File: src/rtl/ahim_config_pkg.sv
// Shared AHIM constants: PIO command codes, PIO_STATUS bit positions and the
// host-driver state and error encodings.
package ahim_config_pkg;

  localparam int CMD_IDLE  = 0;
  localparam int CMD_LOAD  = 1;
  localparam int CMD_READ  = 2;
  localparam int CMD_CLEAR = 3;

  // Bit positions inside PIO_STATUS, matching build_status
  localparam int ST_WAITREQ_OUT  = 0;
  localparam int ST_WAITREQ_IN   = 1;
  localparam int ST_BUSY         = 2;
  localparam int ST_RESULT_READY = 3;
  localparam int ST_ERROR        = 4;

  typedef enum logic [3:0] {
    S_IDLE,
    S_CLR,
    S_LOAD_CMD,
    S_WRITE,
    S_POLL,
    S_RD_CMD,
    S_READ,
    S_FIN,
    S_ABORT
  } ahim_host_state_t;

  typedef enum logic [1:0] {
    ERR_NONE    = 2'd0,
    ERR_STATUS  = 2'd1,
    ERR_TIMEOUT = 2'd2,
    ERR_ZERO    = 2'd3
  } ahim_host_err_t;

endpackage

File: src/rtl/ahim_host_watchdog.sv
// Stall counter for the host driver: counts consecutive stall cycles while
// enabled and flags the cycle on which the TIMEOUT-th stall occurs.
module ahim_host_watchdog #(
  parameter int TIMEOUT = 65535
) (
  input  logic clk_in,
  input  logic rst,
  input  logic en,
  input  logic clear,
  output logic expired
);

  localparam int TW = $clog2(TIMEOUT + 1);

  logic [TW-1:0] cnt;

  // cnt holds the number of earlier stall cycles, so the current one is the
  // (cnt+1)-th; leaving a counting state drops it back to zero.
  always_ff @(posedge clk_in) begin
    if (rst || !en || clear)
      cnt <= '0;
    else if (cnt != TW'(TIMEOUT - 1))
      cnt <= cnt + TW'(1);
  end

  assign expired = en && !clear && (cnt == TW'(TIMEOUT - 1));

endmodule

File: src/rtl/ahim_host_driver.sv
// FPGA-side AHIM host initiator: clear, load, stream image words, poll status,
// then drain result words, mirroring the HPS software sequence.
module ahim_host_driver
  import ahim_config_pkg::*;
#(
  parameter int DATA_W   = 64,
  parameter int STATUS_W = 64,
  parameter int CMD_W    = 8,
  parameter int CNT_W    = 16,
  parameter int TIMEOUT  = 65535
) (
  input  logic                clk_in,
  input  logic                rst,
  input  logic                start,
  input  logic [CNT_W-1:0]    wr_words,
  input  logic [CNT_W-1:0]    rd_words,
  input  logic                src_valid,
  input  logic [DATA_W-1:0]   src_data,
  output logic                src_ready,
  output logic                snk_valid,
  output logic [DATA_W-1:0]   snk_data,
  output logic [CMD_W-1:0]    PIO_CMD,
  output logic [DATA_W-1:0]   PIO_OUT,
  output logic                write_request,
  input  logic                waitrequest_out,
  input  logic [DATA_W-1:0]   PIO_IN,
  output logic                read_request,
  input  logic                waitrequest_in,
  input  logic [STATUS_W-1:0] PIO_STATUS,
  output logic                busy,
  output logic                done,
  output logic                err,
  output logic [1:0]          err_code
);

  ahim_host_state_t state;
  logic [CNT_W-1:0] wr_cnt;
  logic [CNT_W-1:0] rd_cnt;
  logic             wr_beat;
  logic             rd_beat;
  logic             wd_en;
  logic             wd_clear;
  logic             wd_expired;
  logic             st_err;
  logic             st_rdy;
  logic             st_busy;
  logic             unused_status;

  assign st_err  = PIO_STATUS[ST_ERROR];
  assign st_rdy  = PIO_STATUS[ST_RESULT_READY];
  assign st_busy = PIO_STATUS[ST_BUSY];
  assign unused_status = ^{PIO_STATUS[STATUS_W-1:ST_ERROR+1], PIO_STATUS[ST_BUSY-1:0]};

  // Write side is combinational so a source word can be taken every cycle.
  assign write_request = (state == S_WRITE) && src_valid;
  assign PIO_OUT       = (state == S_WRITE) ? src_data : '0;
  assign src_ready     = write_request && !waitrequest_out;

  assign wr_beat  = src_ready;
  assign rd_beat  = (state == S_READ) && read_request && !waitrequest_in;
  assign wd_en    = (state == S_WRITE) || (state == S_POLL) || (state == S_READ);
  assign wd_clear = wr_beat || rd_beat;

  ahim_host_watchdog #(
    .TIMEOUT (TIMEOUT)
  ) u_watchdog (
    .clk_in  (clk_in),
    .rst     (rst),
    .en      (wd_en),
    .clear   (wd_clear),
    .expired (wd_expired)
  );

  always_ff @(posedge clk_in) begin
    if (rst) begin
      state        <= S_IDLE;
      wr_cnt       <= '0;
      rd_cnt       <= '0;
      PIO_CMD      <= CMD_W'(CMD_IDLE);
      read_request <= 1'b0;
      snk_valid    <= 1'b0;
      snk_data     <= '0;
      busy         <= 1'b0;
      done         <= 1'b0;
      err          <= 1'b0;
      err_code     <= ERR_NONE;
    end else begin
      done      <= 1'b0;
      err       <= 1'b0;
      snk_valid <= 1'b0;
      unique case (state)
        S_IDLE: begin
          if (start) begin
            wr_cnt <= wr_words;
            rd_cnt <= rd_words;
            if (wr_words == '0) begin
              err      <= 1'b1;
              err_code <= ERR_ZERO;
            end else begin
              err_code <= ERR_NONE;
              busy     <= 1'b1;
              PIO_CMD  <= CMD_W'(CMD_CLEAR);
              state    <= S_CLR;
            end
          end
        end
        S_CLR: begin
          PIO_CMD <= CMD_W'(CMD_LOAD);
          state   <= S_LOAD_CMD;
        end
        S_LOAD_CMD: begin
          PIO_CMD <= CMD_W'(CMD_IDLE);
          state   <= S_WRITE;
        end
        S_WRITE: begin
          if (wr_beat) begin
            wr_cnt <= wr_cnt - CNT_W'(1);
            if (wr_cnt == CNT_W'(1))
              state <= S_POLL;
          end else if (wd_expired) begin
            err      <= 1'b1;
            err_code <= ERR_TIMEOUT;
            PIO_CMD  <= CMD_W'(CMD_CLEAR);
            state    <= S_ABORT;
          end
        end
        S_POLL: begin
          // A reported error wins over result_ready seen in the same cycle.
          if (st_err) begin
            err      <= 1'b1;
            err_code <= ERR_STATUS;
            PIO_CMD  <= CMD_W'(CMD_CLEAR);
            state    <= S_ABORT;
          end else if (st_rdy && !st_busy) begin
            if (rd_cnt == '0) begin
              done  <= 1'b1;
              state <= S_FIN;
            end else begin
              PIO_CMD <= CMD_W'(CMD_READ);
              state   <= S_RD_CMD;
            end
          end else if (wd_expired) begin
            err      <= 1'b1;
            err_code <= ERR_TIMEOUT;
            PIO_CMD  <= CMD_W'(CMD_CLEAR);
            state    <= S_ABORT;
          end
        end
        S_RD_CMD: begin
          PIO_CMD      <= CMD_W'(CMD_IDLE);
          read_request <= 1'b1;
          state        <= S_READ;
        end
        S_READ: begin
          if (rd_beat) begin
            rd_cnt    <= rd_cnt - CNT_W'(1);
            snk_valid <= 1'b1;
            snk_data  <= PIO_IN;
            if (rd_cnt == CNT_W'(1)) begin
              read_request <= 1'b0;
              done         <= 1'b1;
              state        <= S_FIN;
            end
          end else if (wd_expired) begin
            read_request <= 1'b0;
            err          <= 1'b1;
            err_code     <= ERR_TIMEOUT;
            PIO_CMD      <= CMD_W'(CMD_CLEAR);
            state        <= S_ABORT;
          end
        end
        S_FIN: begin
          busy  <= 1'b0;
          state <= S_IDLE;
        end
        S_ABORT: begin
          PIO_CMD <= CMD_W'(CMD_IDLE);
          busy    <= 1'b0;
          state   <= S_IDLE;
        end
        default: state <= S_IDLE;
      endcase
    end
  end

endmodule

File: config.mk
export PLATFORM = sky130hd
export DESIGN_NAME = ahim_host_driver
export DESIGN_NICKNAME = d
export VERILOG_FILES = /design/src/rtl/ahim_config_pkg.sv /design/src/rtl/ahim_host_watchdog.sv /design/src/rtl/ahim_host_driver.sv
export SDC_FILE = /design/constraint.sdc
export NUM_CORES = 1
export LEC_CHECK = 0
export ABC_AREA = 0
export ABC_CLOCK_PERIOD_IN_PS = 2200
export BUFFER_PORTS_ARGS = -buffer_cell sky130_fd_sc_hd__buf_4
export CAP_MARGIN = 20
export CORE_AREA = 2 2 146 148
export DETAILED_ROUTE_END_ITERATION = 16
export DIE_AREA = 0 0 148 150
export PLACE_DENSITY = 0.72
export SYNTH_ARGS = -nofsm -noshare
export SYNTH_HDL_FRONTEND = slang
export SYNTH_SLANG_ARGS = --single-unit
File: constraint.sdc
create_clock -name clk_in -period 2.2 [get_ports clk_in]
set_input_delay 0.22 -clock clk_in [delete_from_list [all_inputs] [get_ports clk_in]]
set_output_delay 0.22 -clock clk_in [all_outputs]
set_load 0.005 [all_outputs]
==> results of run 1 <==
[flip-flops by register name, summed over array words and instances (netlist names)]
register,flops
read_request,1
u_watchdog.cnt,16
snk_data,64
err_code,2
PIO_CMD,8
rd_cnt,16
done,1
snk_valid,1
wr_cnt,16
busy,1
err,1
state,4
[per-stage QoR]
stage | power, mW | setup TNS (ns) | instances | hold slack, ns | utilization, %
2_1_floorplan | 3.01 | 0 | 850 | 0.356 | -
3_3_place_gp | 3.46 | -0.00299 | 1424 | 0.442 | 44.6
3_5_place_dp | 3.47 | -0.531 | 1424 | 0.447 | 44.6
4_1_cts | 6.21 | 0 | 1458 | 0.0347 | 47.7
5_1_grt | 6.45 | -0.0204 | 1458 | 0.0322 | 47.9
6_report | 6.16 | 0 | 1458 | 0.0484 | 47.9
[layer usage]
metal / wire length (um) / global-route usage (%) / vias up
met3: 1340 / 4.36 / 17
met4: 248 / 4.76 / 0
met1: 9510 / 25.1 / 3259
met5: 0 / 0 / -
li1: - / - / 3559
met2: 10200 / 28.8 / 226
[synthesized netlist by cell type, types with 3 or more instances]
cell      number  area [um2]
o21ai_0       40         200
a21oi_1      112         561
and3_1         5        31.3
or3_1          8        50.1
a22o_1         5        43.8
xnor2_1        9        78.8
nand2_1      172         646
nor4_1        13        81.3
or4_1          5        37.5
a31oi_1        4        25.0
buf_1          4        15.0
a211oi_1      10        75.1
a311oi_1       3        26.3
and2_1        72         450
inv_1         14        52.6
nand4_1        7        43.8
nor3b_1        4        30.0
dfxtp_1      131        2620
clkbuf_1      51         191
a21o_1         4        30.0
o211ai_1       3        22.5
nor3_1        27         135
a22oi_1       10        75.1
nor2_1        66         248
nand3_1       10        50.1
o32ai_1        4        35.0
ha_1           7        87.6
nand2b_1       9        56.3
[layout make-up]
| class | count | area, um2 |
|---|---|---|
| Clock buffer | 20 | 467 |
| Multi-Input combinational cell | 646 | 3540 |
| Inverter | 14 | 52.6 |
| Timing Repair Buffer | 360 | 2780 |
| Tap cell | 275 | 344 |
| Sequential cell | 131 | 2630 |
| Fill cell | 2035 | 10800 |
| Clock inverter | 12 | 108 |
[cell families (layout without fill, tap and decap cells)]
group,count (synthesis),count (layout)
and+or+nand+nor,419,419
xor gates and xnor gates,10,10
buffers and inverters,73,406
adders and majority gates,7,7
muxes,1,1
DFF,131,131
AOI/OAI and AO/OA,209,209
[critical path, delay by kind of cell (launching register included)]
kind	cells	cell delay (ns)
AND/OR/NAND/NOR	3	1.00
adder cells (fa/ha/maj)	1	0.18
flip-flops	1	0.31
buffers and inverters	1	0.05
AO/OA/AOI/OAI	3	0.49
[how the worst max path moves through the flow]
stage                            startpoint         end  slack (ns)  cells past startpoint
final                     u_watchdog.cnt[0]    state[0]        0.04                      8
after global routing      u_watchdog.cnt[0]    state[0]       -0.02                      8
after CTS                          state[3]    state[0]       0.006                      8
after detailed placement           state[2]  PIO_CMD[6]       -0.08                      8
after global placement    u_watchdog.cnt[0]         err      -0.003                      8
after floorplan           u_watchdog.cnt[8]    state[0]       0.004                      7
[power by group through the flow]
stage | sequential [mW] | combinational, mW | clock [mW]
after floorplan | 2.54 | 0.468 | 0
after global placement | 2.56 | 0.902 | 0
after detailed placement | 2.56 | 0.913 | 0
after CTS | 2.51 | 0.930 | 2.77
after global routing | 2.52 | 1.04 | 2.89
final | 2.51 | 0.937 | 2.71
[timing repair]
action,CTS,global route
pin swaps,0,2
resized for setup,6,15
buffers inserted,1,0
setup endpoints to repair,74,46
cloned,1,0
==> results.md, run 1 <==
* Status: finished clean
* CTS buffer count at 17
* Critical path fanouts, max at 5
* Vias at 7061
* Die ar. at 22200 um2
* Worst skew pair latency at 0.41 ns
* Internal Power at 4.57 mW
* Pre-antenna DRT Iters at 5
* Comb power frac at 15.2%
* CP startpoint kind: flip-flop
* Synth Register Bits at 131
* R2r setup slk at approximately 0.036 ns
* Pwr Density at 621 nW/um2
* EDFF count, synth at 0
* FF-to-FF Start: u_watchdog.cnt[0]
* Hold depth at 3
* GRT Overall Usage at 18.2%
* Initial antenna violation count at 0
* Mapped cell area at between 6000 and 7000 um2
* Reg2Reg Depth at 8
* Post-Synth Simple-Gate Area at 32.3%
* R2R Path End: state[0]
* 1st-iter DRT viols at approximately 420
* Compound-cell area share of the yosys netlist at between 10% and 20%
* Clk buf depth at 2
* VDD IR max at between 0.0004 and 0.0005 V
* RSZ-0062 raised after global routing: true
* Die Height at 150 um
* Synth Area in XOR/XNOR at 1.38%
* Skew final at 0.0107 ns
* Reported net switching power at 1.59 mW
* Leak Pwr at 4.24 nW
* Critical path arrival at about 2.4 ns
* Hold Fails Final Rpt at 0
* Synth Net Count at 1087
* Worst rel slew slack at ~52%
* Worst Path Required at about 2.5 ns
* First-pass GRT wire length at 33.0 mm
* H-tree Lvls at 4
* # IOs at ~380
* DP Worst Slack at -0.0793 ns
* Initial Util at between 30% and 40%
* Final setup violation count at 0
* Most frequent cells in the layout: 354 x buf_4, 171 x nand2_1, 126 x dfxtp_1, 110 x a21oi_1, 72 x and2_1
* Ratio of cells with drive above 1 in the final layout at between 30% and 40%
* Hold endpoint: snk_data[41]
* Vias in the first global route at 6443
* Leading cell type in the layout, fill and taps excluded: buf_4
* CP Capture Type: flip-flop
* CP cell instances: inv_1, ha_2, nand4_1, or4_4, or4_4, a31oi_2, o311a_1, o22ai_1
* Syn-to-layout area delta at 55.7%
* Core Area at approximately 21000 um2
* DRC at 0
* Sequential-to-total area share from yosys stat at about two fifths
* Maximum clock frequency at 462 MHz
* Antenna Nets Post-Route at 0
* Total of max-cap violations at 0
* CTS tree: built
* Main combinational cell family by area after synthesis: simple AND/OR/NAND/NOR gates
* Slew Viols, Final at 0
* Root Driver: clkbuf_16
* Yosys warning count at 0
* Gate Count Post-Synth at 850
* Switching share of power at around a quarter
* Hold Path Origin: PIO_IN[41]
* Post-Synth Adder-Cell Area at around 1.4%
* Clk slew on worst S/H paths at 0.06 ns
* Layout Nets at between 1000 and 1500
* Vias per inst at around 4.8
* N_diodes at 0
* Worst-margin pin slew at about 0.72 ns
* CP Class: flip-flop to flip-flop
* Final GP Congestion at 0.896
* Largest net degree at the start of global routing at just under 70
* Total wire length at approximately 21 mm
* Post-Place Cell Area at 9230 um2
* Worst Slack Setup Final at 0.0359 ns
* I/O Buffers at 313
* Number of hold buffers added after cts at 0
* Crit-path max cell delay at 0.48 ns
* Class of the worst hold path: primary input to flip-flop
* Final Critical Period at between 2 and 2.5 ns
* FP Rows at 53
* CP max-delay cell: or4_4
* Die X-Extent at 148 um
* WL per Instance at 14.6 um
* HPWL after detailed placement at approximately 15 mm
* Netlist cell types at 58
* Sequential power share at 40.8%
* Critical path's most frequent cell: or4_4
* Gr ovfl total at 0
* Clock Power Share at 44.0%
* Clock Sinks at around 130
* Final period util at 98.4%
* Asr flop ratio synth at 0%
* Layout Cell Area excl Fill at 9920 um2
* Most used DFF post-synth: dfxtp_1
* Synth Area per Inst at approximately 7.5 um2
* Mux contribution to synthesized area at 0.157%
(Power assumes the default switching activity.)
==> inputs of run 2 (changes only) <==
--- a/config.mk
+++ b/config.mk
@@ -12,7 +12,9 @@
 export CORE_AREA = 2 2 146 148
 export DETAILED_ROUTE_END_ITERATION = 16
 export DIE_AREA = 0 0 148 150
+export HOLD_SLACK_MARGIN = 0.15
 export PLACE_DENSITY = 0.72
+export SKIP_LAST_GASP = 1
 export SYNTH_ARGS = -nofsm -noshare
 export SYNTH_HDL_FRONTEND = slang
 export SYNTH_SLANG_ARGS = --single-unit
==> run 2 against run 1 <==
Compared with the run above:
- largest power group unchanged
- sequential cell count unchanged
- critical path depth unchanged
- routed wire length increased by 7.2%
- utilization increased by 3.3 points
- cell count increased by 4.7%
- register-to-register slack about the same
- die area unchanged
- clock skew about the same
- non-clock buffer count increased by 69
==> results.md, run 2 (same netlist as run 1, synthesis figures left out) <==
* Most flops, register: snk_data (unchanged)
* First-pass GRT wire length at 35.4 mm (was 33.0 mm)
* Crit-path max cell delay at 0.47 ns (was 0.48 ns)
* CP max-delay cell: or4_4 (unchanged)
* 1st-iter DRT viols at 396 (was 415)
* Most frequent cells in the layout: 355 x buf_4, 172 x nand2_1, 127 x dfxtp_1, 110 x a21oi_1, 71 x and2_1 (was 354 x buf_4, 171 x nand2_1, 126 x dfxtp_1, 110 x a21oi_1, 72 x and2_1)
* Syn-to-layout area delta at 66.3% (was 55.7%)
* CTS buffer count at 17 (unchanged)
* M2 GR Usage at 32.3% (was 28.8%)
* Antenna Nets Post-Route at 0 (unchanged)
* Pwr Density at 592 nW/um2 (was 621 nW/um2)
* Slew Viols, Final at 0 (unchanged)
* Worst rel slew slack at 51.2% (was 51.7%)
* Reported net switching power at 1.62 mW (was 1.59 mW)
* Switching share of power at 25.9% (was 25.8%)
* VDD IR max at 0.000487 V (was 0.000486 V)
* Max reg flops at 64 (unchanged)
* Worst-margin pin slew at 0.731 ns (was 0.725 ns)
* Met3 global-route usage at 4.91% (was 4.36%)
* Final period util at 98.9% (was 98.4%)
* Die X-Extent at 148 um (unchanged)
* Vias at 7485 (was 7061)
* Tot Pwr at 6.27 mW (was 6.16 mW)
* Internal Power at 4.65 mW (was 4.57 mW)
* # IOs at 375 (unchanged)
* RSZ-0062 raised after global routing: true (unchanged)
* Root Driver: clkbuf_16 (unchanged)
* Die ar. at 22200 um2 (unchanged)
* CP Capture Type: flip-flop (unchanged)
* Worst Path Required at 2.48 ns (about the same)
* Core Area at 20700 um2 (unchanged)
* Ratio of cells with drive above 1 in the final layout at 33.1% (was 35.3%)
* Status: finished clean (unchanged)
* Largest net degree at the start of global routing at 68 (unchanged)
* GR peak layer: met2 (unchanged)
* Final GP Congestion at 0.896 (unchanged)
* Critical path arrival at 2.46 ns (was 2.44 ns)
* Vias in the first global route at 7031 (was 6443)
* CP startpoint kind: flip-flop (unchanged)
* Clock Sinks at 131 (unchanged)
* I/O Buffers at 313 (unchanged)
* Clock Power Share at 43.2% (was 44.0%)
* Bufs and invs on worst path at 1 (unchanged)
* Pre-antenna DRT Iters at 5 (unchanged)
* GRT Overall Usage at 19.6% (was 18.2%)
* Clk buf depth at 2 (unchanged)
* Setup TNS Final at 0 ns (unchanged)
* Maximum clock frequency at 459 MHz (was 462 MHz)
* Crit path max-delay family: simple AND/OR/NAND/NOR gates (unchanged)
* Initial antenna violation count at 0 (unchanged)
* CP cell instances: inv_1, ha_1, nand4_1, or4_4, or4_4, a31oi_1, o311a_1, o22ai_1 (was inv_1, ha_2, nand4_1, or4_4, or4_4, a31oi_2, o311a_1, o22ai_1)
* FP Rows at 53 (unchanged)
* Total of max-cap violations at 0 (unchanged)
* WL per Instance at 14.9 um (was 14.6 um)
* Final Critical Period at 2.18 ns (was 2.16 ns)
* DRC at 0 (unchanged)
* Class of the worst hold path: primary input to flip-flop (unchanged)
* Total wire length at 22.8 mm (was 21.3 mm)
* Leak Pwr at 4.52 nW (was 4.24 nW)
* Worst skew pair latency at 0.41 ns (about the same)
* Critical path's most frequent cell: or4_4 (unchanged)
* Gr ovfl total at 0 (unchanged)
* HPWL after detailed placement at 15.2 mm (unchanged)
* CP Class: flip-flop to flip-flop (unchanged)
* Layout Nets at 1476 (was 1407)
* Sequential power share at 40.1% (was 40.8%)
* Fillers at 1926 (was 2035)
* Core Util, Final at 51.2% (was 47.9%)
* Skew final at 0.0109 ns (was 0.0107 ns)
* H-tree Lvls at 4 (unchanged)
* Final setup violation count at 0 (unchanged)
* Comb power frac at 16.7% (was 15.2%)
* Met1 usage at 25.3% (was 25.1%)
* WHS at 0.174 ns (was 0.0484 ns)
* Leading cell type in the layout, fill and taps excluded: buf_4 (unchanged)
* Clk slew on worst S/H paths at 0.06 ns (about the same)
* N_diodes at 0 (unchanged)
* Vias per inst at 4.90 (was 4.84)
* Critical path fanouts, max at 5 (unchanged)
* Hold Fails Final Rpt at 0 (unchanged)
* Die Height at 150 um (unchanged)
* CTS tree: built (unchanged)
* Initial Util at 30.8% (unchanged)
## run 2: path summary, 6_finish.rpt
| kind | start | endpoint | slack [ns] | cells past startpoint |
|---|---|---|---|---|
| max | u_watchdog.cnt[0] | state[0] | 0.02 | 8 |
| min | wr_words[0] | wr_cnt[0] | 0.17 | 3 |
| max reg2reg | u_watchdog.cnt[0] | state[0] | 0.02 | 8 |
| min reg2reg | snk_data[6] | snk_data[6] | 0.45 | 2 |
## run 2: power by group through the flow
stage / clock [mW] / combinational (mW) / sequential, mW
6_report: 2.71 / 1.05 / 2.51
5_1_grt: 2.89 / 1.15 / 2.52
4_1_cts: 2.77 / 1.03 / 2.51
3_5_place_dp: 0 / 0.913 / 2.56
3_3_place_gp: 0 / 0.902 / 2.56
2_1_floorplan: 0 / 0.468 / 2.54
## run 2: metal layers
layer / up-vias / wire length, um / part of all wire (%)
met2: 274 / 11200 / 49
met1: 3478 / 9600 / 42
li1: 3698 / - / -
met4: 0 / 408 / 1.8
met5: - / 0 / 0
met3: 35 / 1620 / 7.1
## run 2: what timing repair did
action / in CTS / in global routing
setup buffers: 1 / 0
endpoints found under the setup margin: 74 / 48
pin swaps: 0 / 2
hold endpoints to repair: 69 / 0
hold buffers: 69 / 0
gates cloned: 1 / 0
resized for setup: 6 / 11
## run 2: stage by stage
| stage | setup slack (ns) | cells | area, um2 |
|---|---|---|---|
| after floorplan | 0.00393 | 850 | 6370 |
| after global placement | -0.00299 | 1424 | 9230 |
| after detailed placement | -0.0793 | 1424 | 9230 |
| after CTS | 0.00582 | 1527 | 10600 |
| after global routing | -0.0625 | 1527 | 10600 |
| final | 0.0232 | 1527 | 10600 |
## run 2: final cells by class
type | count | area [um2] | share of cell area, %
clock buffer | 20 | 467 | 4.41
inverter | 14 | 52.6 | 0.496
multi-input combinational | 646 | 3530 | 33.3
timing repair buffer | 429 | 3460 | 32.7
clock inverter | 12 | 108 | 1.02
sequential | 131 | 2630 | 24.8
tap | 275 | 344 | 3.25
## run 2: worst register-to-register path: cells and delay by family, from the launching register on
family	cells	cell delay, ns
buffers and inverters	1	0.05
AND/OR/NAND/NOR	3	1.00
AO/OA/AOI/OAI	3	0.51
adder cells (fa/ha/maj)	1	0.18
flip-flops	1	0.31
==> inputs of run 3 (changes only) <==
--- a/config.mk
+++ b/config.mk
@@ -6,14 +6,14 @@
 export NUM_CORES = 1
 export LEC_CHECK = 0
 export ABC_AREA = 0
-export ABC_CLOCK_PERIOD_IN_PS = 2200
+export ABC_CLOCK_PERIOD_IN_PS = 2300
 export BUFFER_PORTS_ARGS = -buffer_cell sky130_fd_sc_hd__buf_4
 export CAP_MARGIN = 20
-export CORE_AREA = 2 2 146 148
+export CORE_AREA = 2 2 147 149
 export DETAILED_ROUTE_END_ITERATION = 16
-export DIE_AREA = 0 0 148 150
+export DIE_AREA = 0 0 149 151
 export HOLD_SLACK_MARGIN = 0.15
-export PLACE_DENSITY = 0.72
+export PLACE_DENSITY = 0.7
 export SKIP_LAST_GASP = 1
 export SYNTH_ARGS = -nofsm -noshare
 export SYNTH_HDL_FRONTEND = slang
==> constraint.sdc (replaced) <==
create_clock -name clk_in -period 2.3 [get_ports clk_in]
set_input_delay 0.23 -clock clk_in [delete_from_list [all_inputs] [get_ports clk_in]]
set_output_delay 0.23 -clock clk_in [all_outputs]
set_load 0.005 [all_outputs]
==> run 3 against run 2 <==
Compared with the run above:
- hold slack worse by 0.013 ns
- clock skew decreased by 0.00054 ns
- worst setup slack gained 0.077 ns
- sequential cell count unchanged
- final area fell by 0.84%
- clock power is essentially flat
- cell count decreased by 0.85%
- non-clock buffer count fell by 13
- first-iteration DRC count down 2.5%
- global-route usage fell by 1.0 points
- largest cell class unchanged
==> results.md, run 3 (same netlist as run 1, synthesis figures left out) <==
* Status: finished clean (unchanged)
* CTS buffer count at 17 (unchanged)
* Initial Util at 30.6% (was 30.8%)
* Die Height at 151 um (was 150 um)
* Final setup violation count at 0 (unchanged)
* Most frequent cells in the layout: 343 x buf_4, 172 x nand2_1, 130 x dfxtp_1, 111 x a21oi_1, 72 x and2_1 (was 355 x buf_4, 172 x nand2_1, 127 x dfxtp_1, 110 x a21oi_1, 71 x and2_1)
* CP startpoint kind: flip-flop (unchanged)
* Class of the worst hold path: primary input to flip-flop (unchanged)
* Ratio of cells with drive above 1 in the final layout at 32.4% (was 33.1%)
* Gr ovfl total at 0 (unchanged)
* Worst-margin pin slew at 0.606 ns (was 0.731 ns)
* FF+latch area at 2620 um2 (was 2630 um2)
* Die X-Extent at 149 um (was 148 um)
* Initial antenna violation count at 0 (unchanged)
* Tot Pwr at 6.13 mW (was 6.27 mW)
* Worst skew pair latency at 0.42 ns (was 0.41 ns)
* Pre-antenna DRT Iters at 5 (unchanged)
* Clk slew on worst S/H paths at 0.06 ns (about the same)
* Total wire length at 22.4 mm (was 22.8 mm)
* Worst Path Required at 2.58 ns (was 2.48 ns)
* Fillers at 1999 (was 1926)
* Multi-input gate area at 3520 um2 (was 3530 um2)
* Critical path fanouts, max at 5 (unchanged)
* Core Util, Final at 50.4% (was 51.2%)
* Root Driver: clkbuf_16 (unchanged)
* Die ar. at 22500 um2 (was 22200 um2)
* DRC at 0 (unchanged)
* Syn-to-layout area delta at 64.9% (was 66.3%)
* Skew final at 0.0103 ns (was 0.0109 ns)
* Most flops, register: snk_data (unchanged)
* # IOs at 375 (unchanged)
* H-tree Lvls at 4 (unchanged)
* Slew Viols, Final at 0 (unchanged)
* Worst setup startpoint: u_watchdog.cnt[9] (was u_watchdog.cnt[0])
* Hold Path Origin: wr_words[15] (was wr_words[0])
* Final Critical Period at 2.20 ns (was 2.18 ns)
* Hold Fails Final Rpt at 0 (unchanged)
* Finished Layout Cells at 1514 (was 1527)
* Total of max-cap violations at 0 (unchanged)
* Clk buf depth at 2 (unchanged)
* CP Class: flip-flop to flip-flop (unchanged)
* RSZ-0062 raised after global routing: true (unchanged)
* I/O Buffers at 313 (unchanged)
* VDD IR max at 0.000505 V (was 0.000487 V)
* Leading cell type in the layout, fill and taps excluded: buf_4 (unchanged)
* Leak Pwr at 4.47 nW (was 4.52 nW)
* Final period util at 95.6% (was 98.9%)
* Worst Slack Setup Final at 0.100 ns (was 0.0232 ns)
* CTS tree: built (unchanged)
* Maximum clock frequency at 455 MHz (was 459 MHz)
* Max reg flops at 64 (unchanged)
* Worst rel slew slack at 59.6% (was 51.2%)
* Pwr Density at 584 nW/um2 (was 592 nW/um2)
* Core Area at 20800 um2 (was 20700 um2)
* Final GP Congestion at 0.910 (was 0.896)
* DP Worst Slack at -0.0803 ns (was -0.0793 ns)
* First-pass GRT wire length at 33.7 mm (was 35.4 mm)
* 1st-iter DRT viols at 386 (was 396)
* Clock Sinks at 131 (unchanged)
* Critical path arrival at 2.48 ns (was 2.46 ns)
* Vias in the first global route at 6826 (was 7031)
* Cell Count Post-Placement at 1415 (was 1424)
* HPWL after detailed placement at 15.1 mm (was 15.2 mm)
* CP Capture Type: flip-flop (unchanged)
* Vias per inst at 4.91 (was 4.90)
* Vias at 7433 (was 7485)
* FF-to-FF Start: u_watchdog.cnt[9] (was u_watchdog.cnt[0])
* WL per Instance at 14.8 um (was 14.9 um)
* Largest net degree at the start of global routing at 86 (was 68)
* GRT Overall Usage at 18.6% (was 19.6%)
* FP Rows at 53 (unchanged)
* Antenna Nets Post-Route at 0 (unchanged)
* R2r setup slk at 0.10 ns (was 0.02 ns)
* Layout Nets at 1463 (was 1476)
## run 3: cell types whose count changed in the layout (fill, tap and decap cells not counted), sizes merged
cell	delta
inv	+1
clkinv	-1
clkbuf	-2
dlygate4sd3	-3
bufinv	+2
diode	+1
buf	-11
## run 3: metrics by stage
stage | hold slack [ns] | setup TNS (ns) | instance area, um2
3_3_place_gp | 0.442 | -0.000181 | 9190
2_1_floorplan | 0.366 | 0 | 6370
3_5_place_dp | 0.447 | -0.455 | 9190
5_1_grt | 0.179 | -0.434 | 10500
6_report | 0.161 | 0 | 10500
4_1_cts | 0.154 | 0 | 10500
## run 3: final cells by class
type / instances / share of cell area, %
well taps: 275 / 3.28
multi-input cells: 646 / 33.5
flip-flops and latches: 131 / 25.0
repair buffers: 416 / 32.1
diodes: 1 / 0.0238
inverters: 14 / 0.500
clock buffers: 17 / 4.05
clock inverters: 14 / 1.56
## run 3: final timing paths
kind	end	cells after the start
worst min-delay path	wr_cnt[15]	3
worst max-delay path	state[0]	6
worst max register to register	state[0]	6
worst min register to register	snk_data[10]	2
## run 3: per-layer routing
layer	GRT usage, %	vias to the layer above	share of wire [%]
li1	-	3678	-
met1	23.2	3412	41
met2	31.1	299	50
met3	3.98	44	6.5
met4	7.76	0	2.7
met5	0	-	0
## run 3: what timing repair did
item                                    4_1_cts  5_1_grt
hold buffers                                 66        0
gates cloned                                  0        1
pin swaps                                     0        1
endpoints found under the hold margin        66        0
gates resized for setup                       3        9
endpoints found under the setup margin       71       85
setup buffers                                 0        0
## run 3: worst max-delay path, stage by stage (launching register included)
cell	delay, ns
dfxtp_1	0.41
nand4_4	0.12
or4_4	0.55
or4_4	0.49
a31oi_2	0.24
o311a_1	0.19
o22ai_1	0.07
## run 3: where the power goes
group / total, mW / leakage [nW] / internal (mW) / switching, mW
combinational: 0.989 / 3.14 / 0.535 / 0.455
clock: 2.74 / 0.273 / 1.69 / 1.05
sequential: 2.40 / 1.06 / 2.34 / 0.0647
